File: src/rtl/alu_seq_param.sv
// alu_seq_param: registered, parametrised ALU with valid/ready handshakes.
// Keeps the legacy 8-bit op codes (ADD/SUB/XOR/SHL1 with op[2]=0).
// It adds AND, multi-cycle logical shifts and a shift-add multiply.
// All ops report carry/zero/negative/overflow flags.
//
// Ports:
//   clk, rst_n           clock, asynchronous active-low reset
//   in_valid / in_ready  operand handshake; a, b, op captured on accept
//   a, b                 operands (shift amount in b[SHW-1:0])
//   op                   operation code
//   out_valid/out_ready  result handshake; res and flags held until transfer
//   res                  WIDTH-bit result
//   flag_c/z/n/v         carry-borrow-shiftout-mulovf / zero / negative / overflow
module alu_seq_param #(
  parameter int WIDTH = 8,
  parameter int SHW   = $clog2(WIDTH)
) (
  input  logic             clk,
  input  logic             rst_n,
  input  logic             in_valid,
  output logic             in_ready,
  input  logic [WIDTH-1:0] a,
  input  logic [WIDTH-1:0] b,
  input  logic [2:0]       op,
  output logic             out_valid,
  input  logic             out_ready,
  output logic [WIDTH-1:0] res,
  output logic             flag_c,
  output logic             flag_z,
  output logic             flag_n,
  output logic             flag_v
);

  localparam logic [2:0] OP_ADD  = 3'b000;
  localparam logic [2:0] OP_SUB  = 3'b001;
  localparam logic [2:0] OP_XOR  = 3'b010;
  localparam logic [2:0] OP_SHL1 = 3'b011;
  localparam logic [2:0] OP_SHL  = 3'b100;
  localparam logic [2:0] OP_SHR  = 3'b101;
  localparam logic [2:0] OP_MUL  = 3'b110;

  typedef enum logic [1:0] {IDLE, BUSY, DONE} state_t;

  state_t             state_q, state_d;
  logic [2:0]         op_q, op_d;
  logic [WIDTH-1:0]   work_q, work_d;   // shift operand, or multiplicand for MUL
  logic [2*WIDTH-1:0] acc_q, acc_d;     // {partial product, remaining multiplier}
  logic [SHW-1:0]     cnt_q, cnt_d;     // BUSY steps still to perform
  logic [WIDTH-1:0]   res_q, res_d;
  logic               c_q, c_d, z_q, z_d, n_q, n_d, v_q, v_d;

  logic               fin;
  logic [WIDTH-1:0]   fin_res;
  logic               fin_c, fin_v;
  logic [WIDTH:0]     step;
  logic [2*WIDTH-1:0] acc_step;
  logic [WIDTH+1:0]   alu;
  logic [SHW-1:0]     shamt;

  // One single-bit shift: returns {bit shifted out, shifted word}.
  function automatic logic [WIDTH:0] shift_step(input logic right,
                                                input logic [WIDTH-1:0] w);
    if (right) return {w[0], 1'b0, w[WIDTH-1:1]};
    else       return {w[WIDTH-1], w[WIDTH-2:0], 1'b0};
  endfunction

  // One shift-add multiply step: add the multiplicand into the upper half
  // when the current multiplier LSB is set, then shift the whole accumulator
  // right. After WIDTH steps the accumulator holds the full product.
  function automatic logic [2*WIDTH-1:0] mul_step(input logic [2*WIDTH-1:0] acc,
                                                  input logic [WIDTH-1:0] mcand);
    logic [WIDTH:0] hi;
    hi = {1'b0, acc[2*WIDTH-1:WIDTH]} + (acc[0] ? {1'b0, mcand} : '0);
    return {hi, acc[WIDTH-1:1]};
  endfunction

  // Single-cycle ops: returns {v, c, result}.
  function automatic logic [WIDTH+1:0] alu_single(input logic [2:0] o,
                                                  input logic [WIDTH-1:0] x,
                                                  input logic [WIDTH-1:0] y);
    logic [WIDTH:0]   sum;
    logic [WIDTH-1:0] r;
    logic             c, v;
    sum = '0;
    r   = '0;
    c   = 1'b0;
    v   = 1'b0;
    case (o)
      OP_ADD: begin
        sum = {1'b0, x} + {1'b0, y};
        r   = sum[WIDTH-1:0];
        c   = sum[WIDTH];
        v   = (x[WIDTH-1] == y[WIDTH-1]) && (r[WIDTH-1] != x[WIDTH-1]);
      end
      OP_SUB: begin
        // Bit WIDTH of the widened difference is the unsigned borrow.
        sum = {1'b0, x} - {1'b0, y};
        r   = sum[WIDTH-1:0];
        c   = sum[WIDTH];
        v   = (x[WIDTH-1] != y[WIDTH-1]) && (r[WIDTH-1] != x[WIDTH-1]);
      end
      OP_XOR:  r = x ^ y;
      OP_SHL1: begin
        r = {x[WIDTH-2:0], 1'b0};
        c = x[WIDTH-1];
      end
      default: r = x & y;
    endcase
    return {v, c, r};
  endfunction

  always_comb begin
    state_d  = state_q;
    op_d     = op_q;
    work_d   = work_q;
    acc_d    = acc_q;
    cnt_d    = cnt_q;
    res_d    = res_q;
    c_d      = c_q;
    z_d      = z_q;
    n_d      = n_q;
    v_d      = v_q;
    fin      = 1'b0;
    fin_res  = '0;
    fin_c    = 1'b0;
    fin_v    = 1'b0;
    step     = '0;
    acc_step = '0;
    alu      = '0;
    shamt    = b[SHW-1:0];

    case (state_q)
      IDLE: begin
        if (in_valid) begin
          op_d = op;
          case (op)
            OP_SHL, OP_SHR: begin
              if (shamt == '0) begin
                fin     = 1'b1;
                fin_res = a;
              end else begin
                // The accept edge already performs the first bit step so
                // an n-bit shift completes in n cycles; n=1 finishes here.
                step = shift_step(op[0], a);
                if (shamt == SHW'(1)) begin
                  fin     = 1'b1;
                  fin_res = step[WIDTH-1:0];
                  fin_c   = step[WIDTH];
                end else begin
                  work_d  = step[WIDTH-1:0];
                  cnt_d   = shamt - SHW'(1);
                  state_d = BUSY;
                end
              end
            end
            OP_MUL: begin
              // First multiply step also runs on the accept edge.
              work_d  = a;
              acc_d   = mul_step({{WIDTH{1'b0}}, b}, a);
              cnt_d   = SHW'(WIDTH - 1);
              state_d = BUSY;
            end
            default: begin
              alu     = alu_single(op, a, b);
              fin     = 1'b1;
              fin_res = alu[WIDTH-1:0];
              fin_c   = alu[WIDTH];
              fin_v   = alu[WIDTH+1];
            end
          endcase
        end
      end

      BUSY: begin
        if (op_q == OP_MUL) begin
          acc_step = mul_step(acc_q, work_q);
          acc_d    = acc_step;
          if (cnt_q == SHW'(1)) begin
            fin     = 1'b1;
            fin_res = acc_step[WIDTH-1:0];
            fin_c   = |acc_step[2*WIDTH-1:WIDTH];
          end
        end else begin
          step   = shift_step(op_q[0], work_q);
          work_d = step[WIDTH-1:0];
          if (cnt_q == SHW'(1)) begin
            fin     = 1'b1;
            fin_res = step[WIDTH-1:0];
            fin_c   = step[WIDTH];
          end
        end
        cnt_d = cnt_q - SHW'(1);
      end

      DONE: begin
        if (out_ready) state_d = IDLE;
      end

      default: state_d = IDLE;
    endcase

    if (fin) begin
      state_d = DONE;
      res_d   = fin_res;
      c_d     = fin_c;
      v_d     = fin_v;
      z_d     = (fin_res == '0);
      n_d     = fin_res[WIDTH-1];
    end
  end

  always_ff @(posedge clk or negedge rst_n) begin
    if (!rst_n) begin
      state_q <= IDLE;
      op_q    <= '0;
      work_q  <= '0;
      acc_q   <= '0;
      cnt_q   <= '0;
      res_q   <= '0;
      c_q     <= 1'b0;
      z_q     <= 1'b0;
      n_q     <= 1'b0;
      v_q     <= 1'b0;
    end else begin
      state_q <= state_d;
      op_q    <= op_d;
      work_q  <= work_d;
      acc_q   <= acc_d;
      cnt_q   <= cnt_d;
      res_q   <= res_d;
      c_q     <= c_d;
      z_q     <= z_d;
      n_q     <= n_d;
      v_q     <= v_d;
    end
  end

  assign in_ready  = (state_q == IDLE);
  assign out_valid = (state_q == DONE);
  assign res       = res_q;
  assign flag_c    = c_q;
  assign flag_z    = z_q;
  assign flag_n    = n_q;
  assign flag_v    = v_q;

endmodule

File: config.mk
export PLATFORM = sky130hd
export DESIGN_NAME = alu_seq_param
export DESIGN_NICKNAME = d
export VERILOG_FILES = /design/src/rtl/alu_seq_param.sv
export SDC_FILE = /design/constraint.sdc
export NUM_CORES = 1
export LEC_CHECK = 0
export CAP_MARGIN = 20
export CELL_PAD_IN_SITES_DETAIL_PLACEMENT = 1
export CELL_PAD_IN_SITES_GLOBAL_PLACEMENT = 1
export CORE_MARGIN = 4
export CORE_UTILIZATION = 48
export CTS_CLUSTER_SIZE = 20
export DETAILED_ROUTE_END_ITERATION = 16
export PLACE_DENSITY_LB_ADDON = 0.1
export SYNTH_ARGS = -nofsm -noshare
export SYNTH_HDL_FRONTEND = slang
export SYNTH_SLANG_ARGS = --single-unit
File: constraint.sdc
create_clock -name clk -period 3.8 [get_ports clk]
set_input_delay 0.76 -clock clk [delete_from_list [all_inputs] [get_ports clk]]
set_output_delay 0.76 -clock clk [all_outputs]
set_load 0.02 [all_outputs]
# Word level (Yosys, flattened, before mapping)

Cells that the tools add are included.

Bits in registers: 44
Output and inout port bits: 14

$add $sub $neg: 5
Reductions and logical operators: 15
Equality and inequality tests: 28
Bitwise logic cells: 2
Multiplexer cells: 54

Operator list:

| cell                                          | count |
|---|---|
| two-way mux 8 bit                             | 12 |
| one-hot mux 8 bit (2 select lines)            | 4 |
| two-way mux 16 bit                            | 3 |
| one-hot mux 16 bit (2 select lines)           | 1 |
| one-hot mux 8 bit (4 select lines)            | 1 |
| adder 8 x 8 -> 9 bit                          | 2 |
| two-way mux 9 bit                             | 2 |
| two-way mux 1 bit                             | 13 |
| == test 3 bit, second input constant          | 4 |
| one-hot mux 3 bit (2 select lines)            | 2 |
| AND reduction 6 bit                           | 2 |
| two-way mux 2 bit                             | 5 |
| one-hot mux 1 bit (2 select lines)            | 5 |
| == test 3 x 1 -> 1 bit, second input constant | 3 |
| two-way mux 3 bit                             | 3 |
| subtractor 8 x 8 -> 9 bit                     | 1 |
| AND 8 bit                                     | 1 |
| zero test 8 bit                               | 1 |
| != test 2 bit, second input constant          | 4 |
| != test 4 bit, second input constant          | 2 |
| OR reduction 8 bit                            | 1 |
| XOR 8 bit                                     | 1 |
| == test 3 x 2 -> 1 bit, second input constant | 2 |
| zero test 3 bit                               | 2 |
| other kinds (21)                              | 27 |

# Longest topological paths before layout

Gate-level depths: netlist of run 1.

Depth in word-level cells: 8
Depth in mapped cells: 11
Gate-level depth less buffers: 11

# Least setup slack after synthesis of run 1

Ideal clock, no wire load.

Kind: in2reg
From: input port b[2]
To: register res_q[7], in the netlist res[7]
Arrival: 2808 ps
Data required time: 3675 ps
Library setup time: 125 ps
Stages on the path: 11
Path slack: 867 ps
Path buffers: 2
Cell sequence: buf_4 > inv_1 > ha_1 > buf_6 > nor2b_4 > a21oi_2 > a2111o_1 > a31oi_4 > or3_1 > a221o_1 > mux2_2

Longest elaborated chain between the ends: 6
Elaborated cells between the ends (all ways): 15
Those cells by class: add/sub: 2; eq/ne: 1; mux: 11; reduce/logical: 1

RTL lines:

| what                                                              | line | source |
|---|---|---|
| from (decl)                                                       | 23   | `input logic [WIDTH-1:0] b,` |
| branches (longest 6 deep; another with subtractor 8 x 8 -> 9 bit) | --   |  |
| to (signal assigned)                                              | 230  | `res_q <= res_d;` |
| to (decl)                                                         | 49   | `logic [WIDTH-1:0] res_q, res_d;` |

Several ways; the timed one is not identified.
A chain may end at the register's enable or synchronous reset.

# Worst setup path after layout of run 1

From: input port b[0]
To: register z_q, in the netlist flag_z

Longest elaborated chain between the ends: 7
Elaborated cells between the ends (all ways): 18
Those cells by class: add/sub: 2; eq/ne: 1; mux: 11; bitwise: 2; reduce/logical: 2

RTL lines:

| what                                                              | line | source |
|---|---|---|
| branches (longest 7 deep; another with subtractor 8 x 8 -> 9 bit) | --   |  |
| to (signal assigned)                                              | 232  | `z_q <= z_d;` |
| to (decl)                                                         | 50   | `logic c_q, c_d, z_q, z_d, n_q, n_d, v_q, v_d;` |

Several ways; the timed one is not identified.

==> metrics.cfg, run 1 <==
[timing]
period_share=0.9010
hold_viol_final=0
worst_slew_pin_slew_ps=1089
slew_headroom=0.2739
hold_slack_ps=348.6
setup_viol=0
rsz0062_at_grt=false
period_needed_ps=3424
finClkSkew_ps=7.503
setup_tns_ps=0
maxSlewViolCount=0
fmaxAchievable_ghz=0.2921

[critical_path]
arrival_ps=3630
criticalPathCategory=in -> reg
endpoint_kind=register
worst-path-max-fanout=6
setup.worst_path.start_class=input port
cp.required_ps=4010

[global_route]
grt_pass1_vias=4310
antenna_found_initial=0
grt_overflow=0
grt_max_degree=44
grt_pass1_wl_mm=22.94
track_usage=0.2774

[routing]
num_vias=4260
drc=0
drt_wl_total_mm=14.31
wl_per_cell_microns=20.71
viasPerCell=6.165
drt_pass1_iterations=5
ant_nets=0
drt_iter0_markers=323

[clock_tree]
cts_made_buffers=5
cts_hold_buf=0
clock_path_buffers=2
htree_levels=2
cts_tree=built
clk_pin_slew_ps=90
worst_skew_pair.late_latency_ps=290
ctsResizeCount=0
clk_root_buffer_cell=clkbuf_8
cts_setup_buffers=0
numClockSinks=43

[synth]
ys_types=74
avgSynthCellArea_sq_um=7.891
synth_edf_count=0
ys_async_sr_fraction=1.000
yosysSeqAreaShare=0.2502
mappedNetlistArea_sq_um=4300
ys_seq_elements=43
syn_inst=545
yosys_warnings=0
synth_nets=601
synthFlopType=dfrtp_1

[cells_and_area]
antenna_cells=0
syn_to_final_growth_pct=14.46
final_common_cell=nand2_1
fillers=1093
drive_gt1_frac=0.1132
layout_common_cells=nand2_1, nor2_1, dfrtp_1
final_nets=639

[power_and_ir_drop]
power_leakage_nw=2.132
peakVddDrop_mv=0.3315
p_per_area_nw_per_um2=631.9

[floorplanning]
io_pins=37
die-area_sq_um=10540
fp.dieW_microns=102.7
num_rows=34
die_height_microns=102.7
initial_core_util=0.4931
coreArea_sq_um=8721

[placed_design]
port-buffer-count=36
finalWeightedCongestion=0.9230
dpl.hpwl_mm=11.31

[outcome]
status=completed

[job]
max_cap_violations=0

[worst_hold_path]
hp-class=in -> async

==> cells by family after synthesis <==
logic type / synth area share
xor+xnor: 0.02037
compound gates: 0.2633
flops: 0.2502
simple gates: 0.2211
mux: 0.06954
buf+inv: 0.07419
fa+ha+maj: 0.1013
==> routing by layer <==
metal	global-route usage	vias to the layer above	wire length [microns]
met5	0	-	0
met4	0.07366	0	271
met3	0.01894	16	588
met2	0.4697	124	7020
met1	0.3833	2087	6432
li1	-	2033	-
==> synthesized netlist by cell type (3+ instances only) <==
cell type  count  area [sq um]
a211oi_1      11         82.58
a21o_1         6         45.04
a21oi_1       36         180.2
a221o_1        4         40.04
a221oi_1       9         78.83
a31oi_1       18         112.6
and2_1         9         56.30
and3_1         3         18.77
buf_2          5         25.02
buf_4          8         60.06
buf_6          4         45.04
clkbuf_1      16         60.06
dfrtp_1       43          1076
fa_1           3         60.06
ha_1          30         375.4
inv_1         23         86.33
mux2_2         8         90.09
mux2i_1       16         160.2
nand2_1       73         274.0
nand2b_1       8         50.05
nand3_1       15         75.07
nand3b_1       3         22.52
nand4_1        3         18.77
nor2_1        52         195.2
nor2b_1        9         56.30
nor3_1         9         45.04
nor3b_1        3         22.52
o211ai_1       9         67.56
o21a_1         4         30.03
o21ai_0       35         175.2
o21ai_1        3         15.01
o31ai_1        3         22.52
or3_1          3         18.77
xnor2_1        3         26.28
xor2_1         7         61.31
==> final timing paths <==
kind	startpoint	end	slack (ps)	cells after the start
max	b[0]	flag_z	380	9
min	rst_n	acc_q[5]	350	1
max reg2reg	acc_q[0]	flag_c	800	11
min reg2reg	res[2]	res[2]	500	1
max in group asynchronous	rst_n	cnt_q[1]	2980	2
min in group clk	res[2]	res[2]	500	1
==> final cells by class <==
type / instances / area (sq um) / area share
multi-input cells: 440 / 2909 / 0.5910
flip-flops and latches: 43 / 1076 / 0.2186
clock inverters: 1 / 5.005 / 0.001017
clock buffers: 6 / 82.58 / 0.01678
well taps: 108 / 135.1 / 0.02745
repair buffers: 68 / 620.6 / 0.1261
inverters: 25 / 93.84 / 0.01906
==> critical path: stages <==
cell             delay [ps]
clkdlybuf4s50_1         600
ha_1                    250
fa_1                    430
mux4_2                  460
o21ai_1                 140
a21oi_1                  90
a2111oi_0               530
nand4_1                 160
o31ai_1                 210
==> power breakdown <==
part / switching, mW / internal (mW)
registers: 0.250 / 0.674
clock network: 0.165 / 0.143
logic: 1.06 / 0.822
total: 1.47 / 1.64
==> through the flow <==
step	std cells	area, sq um	util	setup WS (ps)	total power, mW
finish	691	4922	0.5644	376.3	3.110
global placement	683	4815	0.5521	241.1	2.709
global route	691	4922	0.5644	128.4	3.360
floorplan	545	4300	-	867.3	2.191
detailed placement	683	4815	0.5521	120.7	2.796
CTS	690	4902	0.5621	411.9	3.114
==> sequential cells by signal (all words and copies together), names as in the netlist, 2 cells and up <==
signal   cells
acc_q       16
cnt_q        3
op_q         3
res          8
state_q      2
work_q       8
(Power assumes the default switching activity.)
==> inputs of run 2 (changes only) <==
Settings changed: ABC_AREA from default to 1, CORE_UTILIZATION 48 to 46, PLACE_DENSITY from default to 0.93, PLACE_DENSITY_LB_ADDON 0.1 to default.
==> run 2 against run 1 <==
Compared with the run above:
- clock skew increased by 0.92 ps
- first-iteration DRC count decreased by 23%
- power increased by 2.9%
- clock-buffer cell count unchanged
- critical path depth increased by 6
- area after synthesis decreased by 0.20%
- worst hold slack got worse by 65 ps
- maximum frequency increased by 5.6%
- sequential cell count unchanged
- setup slack improved by 180 ps
- routed wire length increased by 9.7%
- clock power decreased by 2%
- critical path type unchanged
- largest power group unchanged
- highest routed layer unchanged
==> metrics.cfg, run 2 <==
[outcome]
status=completed

[clock_tree]
cts_setup_buffers=0  ; unchanged
cts_hold_buf=0  ; unchanged
htree_levels=2  ; unchanged
clk_pin_slew_ps=90  ; about the same
numClockSinks=43  ; unchanged
cts_tree=built
cts_made_buffers=5  ; unchanged
clk_root_buffer_cell=clkbuf_8
ctsResizeCount=0  ; unchanged
clock_path_buffers=2  ; unchanged
worst_skew_pair.late_latency_ps=300  ; about the same

[critical_path]
timing.rr.start=acc_q[0]
arrival_ps=3450  ; -180 ps
setup.worst_path.start_class=input port
r2r_cells=12  ; +1
path_cells=clkdlybuf4s50_1 -> inv_1 -> ha_1 -> nand2_1 -> inv_1 -> nor3_1 -> nor3_2 -> nor2_1 -> nor2_1 -> nand2_1 -> nor2_1 -> nand3_1 -> nor2_1 -> nand3_1 -> nand2_1
timing.rr.end=flag_c
cp_slowest_cell=clkdlybuf4s50_1
worst-path-max-fanout=12  ; +6
criticalPathCategory=in -> reg
cpPeakStageDelay_ps=600  ; about the same
r2r_setup_slack_ps=1230  ; +430 ps
crit_top_cell=nor2_1
endpoint_kind=register
cp.required_ps=4010  ; about the same

[cells_and_area]
final_nets=730  ; +14%
register_area_sq_um=1076  ; unchanged
fin_cells=783  ; +13%
final_common_cell=nand2_1
largest-register=acc_q
fillers=1217  ; +11%
antenna_cells=0  ; unchanged
multiInputGateArea_sq_um=2718  ; -6.6%
drive_gt1_frac=0.06815  ; -0.04506
layout_common_cells=nand2_1, inv_1, o21ai_0, a21oi_1, nand3_1
largest_register_ff_count=16  ; unchanged
syn_to_final_growth_pct=11.34

[timing]
worst_slew_pin_slew_ps=702.8  ; -386.3 ps
hold_slack_ps=283.3  ; -65.24 ps
setup_viol=0  ; unchanged
period_share=0.8533  ; -0.04764
maxSlewViolCount=0  ; unchanged
hold_viol_final=0  ; unchanged
setup_ws_ps=557.4  ; +181.0 ps
finClkSkew_ps=8.420  ; +0.9171 ps
rsz0062_at_grt=false
setup_tns_ps=0  ; unchanged
slew_headroom=0.5309  ; +0.2570
period_needed_ps=3243  ; -181.0 ps
fmaxAchievable_ghz=0.3084  ; +5.6%

[synth]
ys_seq_elements=43  ; unchanged
avgSynthCellArea_sq_um=6.602  ; -16%
synth_edf_count=0  ; unchanged
synth_nets=706  ; +17%
synth_commonest_cells=nand2_1, inv_1, o21ai_0
synth_top_area_frac=0.2507  ; +0.0005106
yosys_warnings=0  ; unchanged
syn_inst=650  ; +19%
mappedNetlistArea_sq_um=4292  ; -0.20%
yosys.area.top_type=dfrtp_1
synth_most_common_cell=nand2_1
yosysSeqAreaShare=0.2507  ; +0.0005106
synthFlopType=dfrtp_1
yosys-top-cells-area=dfrtp_1, nand2_1, ha_1
ys_async_sr_fraction=1.000  ; unchanged
ys_types=43  ; -42%

[floorplanning]
num_rows=34  ; unchanged
coreArea_sq_um=8891  ; +2.0%
die-area_sq_um=10940  ; +3.8%
die_height_microns=104.6  ; +1.9%
io_pins=37  ; unchanged
fp.dieW_microns=104.6  ; +1.9%
initial_core_util=0.4827  ; -0.01042

[placed_design]
dpl.hpwl_mm=12.34  ; +9.1%
post-place-ws_ps=303.0  ; +182.3 ps
dp.cells=774  ; +13%
finalWeightedCongestion=0.9495  ; +2.9%
port-buffer-count=36  ; unchanged

[global_route]
grt_max_degree=44  ; unchanged
track_usage=0.2812  ; +0.003820
grt_pass1_wl_mm=24.86  ; +8.4%
grt_overflow=0  ; unchanged
grt_pass1_vias=4843  ; +12%
antenna_found_initial=0  ; unchanged

[routing]
drc=0  ; unchanged
ant_nets=0  ; unchanged
viasPerCell=6.003  ; -2.6%
drt_wl_total_mm=15.70  ; +9.7%
drt_iter0_markers=250  ; -23%
num_vias=4700  ; +10%
wl_per_cell_microns=20.05  ; -3.2%
drt_pass1_iterations=5  ; unchanged

[power_and_ir_drop]
share_clk_of_total_power=0.094  ; -0.005
swShare=0.5225  ; +0.04952
cellInternalPower_mw=1.528  ; -6.8%
peakVddDrop_mv=0.3593  ; +8.4%
p_seq_frac=0.274  ; -0.023
combPwrFrac=0.631  ; +0.027
p_per_area_nw_per_um2=669.8  ; +6.0%
switching_power_mw=1.672  ; +14%
power_leakage_nw=2.338  ; +9.7%

[worst_hold_path]
hp-class=in -> async

[job]
max_cap_violations=0  ; unchanged

-- run 2: changes by cell type in the layout (fill, tap and decap cells not counted), sizes merged, moves of 15 or more --
| cell | change |
|---|---|
| o21ai | +34 |
| buf | -25 |
| mux2i | -16 |
| inv | +66 |
| a31oi | -15 |
| nand2 | +95 |
| nand3 | +30 |
-- run 2: cells by family after synthesis --
kind of cell,after synthesis,synth area share
XOR/XNOR,8,0.01633
AO/OA/AOI/OAI,164,0.2175
adder cells (fa/ha/maj),33,0.1015
flip-flops,43,0.2507
AND/OR/NAND/NOR,285,0.2980
buffers and inverters,117,0.1160
-- run 2: worst max-delay path: cells and delay by family --
kind	cells	cell delay, ps
adders and majority gates	1	230
buffers and inverters	3	1020
and+or+nand+nor	11	1430
-- run 2: worst max path at each step --
| stage | start | to | slack (ps) | cells after the start |
|---|---|---|---|---|
| finish | b[1] | flag_z | 560 | 15 |
| global route | b[1] | flag_z | 370 | 15 |
| CTS | b[1] | flag_z | 620 | 15 |
| detailed placement | b[1] | flag_z | 300 | 15 |
| global placement | b[1] | state_q[1] | 380 | 10 |
| floorplan | a[0] | flag_z | 1320 | 16 |
-- run 2: final cells by class --
type / count / share of cell area
clock buffers: 6 / 0.01519
multi-input cells: 490 / 0.5687
well taps: 108 / 0.02828
repair buffers: 43 / 0.08798
clock inverters: 2 / 0.002618
flip-flops and latches: 43 / 0.2252
inverters: 91 / 0.07201
-- run 2: layer usage --
metal / GRT usage / wire (microns) / vias to the layer above / share of wire
met4: 0.1172 / 503 / 0 / 0.032
met3: 0.03822 / 1009 / 47 / 0.064
met5: 0 / 0 / - / 0
met2: 0.4797 / 7671 / 205 / 0.49
li1: - / - / 2193 / -
met1: 0.3588 / 6518 / 2255 / 0.42
-- run 2: metrics by stage --
stage                     instance area [sq um]  total power, mW    util
after floorplan                            4292            2.260       -
after global placement                     4673            2.769  0.5256
after detailed placement                   4673            2.869  0.5256
after CTS                                  4758            3.186  0.5352
after global routing                       4778            3.466  0.5374
final                                      4778            3.201  0.5374
-- run 2: power by group through the flow --
| stage | Combinational, mW | Clock [mW] | Sequential (mW) |
|---|---|---|---|
| finish | 2.02 | 0.302 | 0.879 |
| global route | 2.23 | 0.322 | 0.910 |
| CTS | 2.00 | 0.307 | 0.877 |
| detailed placement | 1.98 | 0 | 0.885 |
| global placement | 1.90 | 0 | 0.871 |
| floorplan | 1.40 | 0 | 0.857 |
==> inputs of run 3 (changes only) <==
Settings changed: CTS_CLUSTER_SIZE 20 to default.
==> results of run 3 <==
Final layout, timing and power as in run 2 (identical DEF).
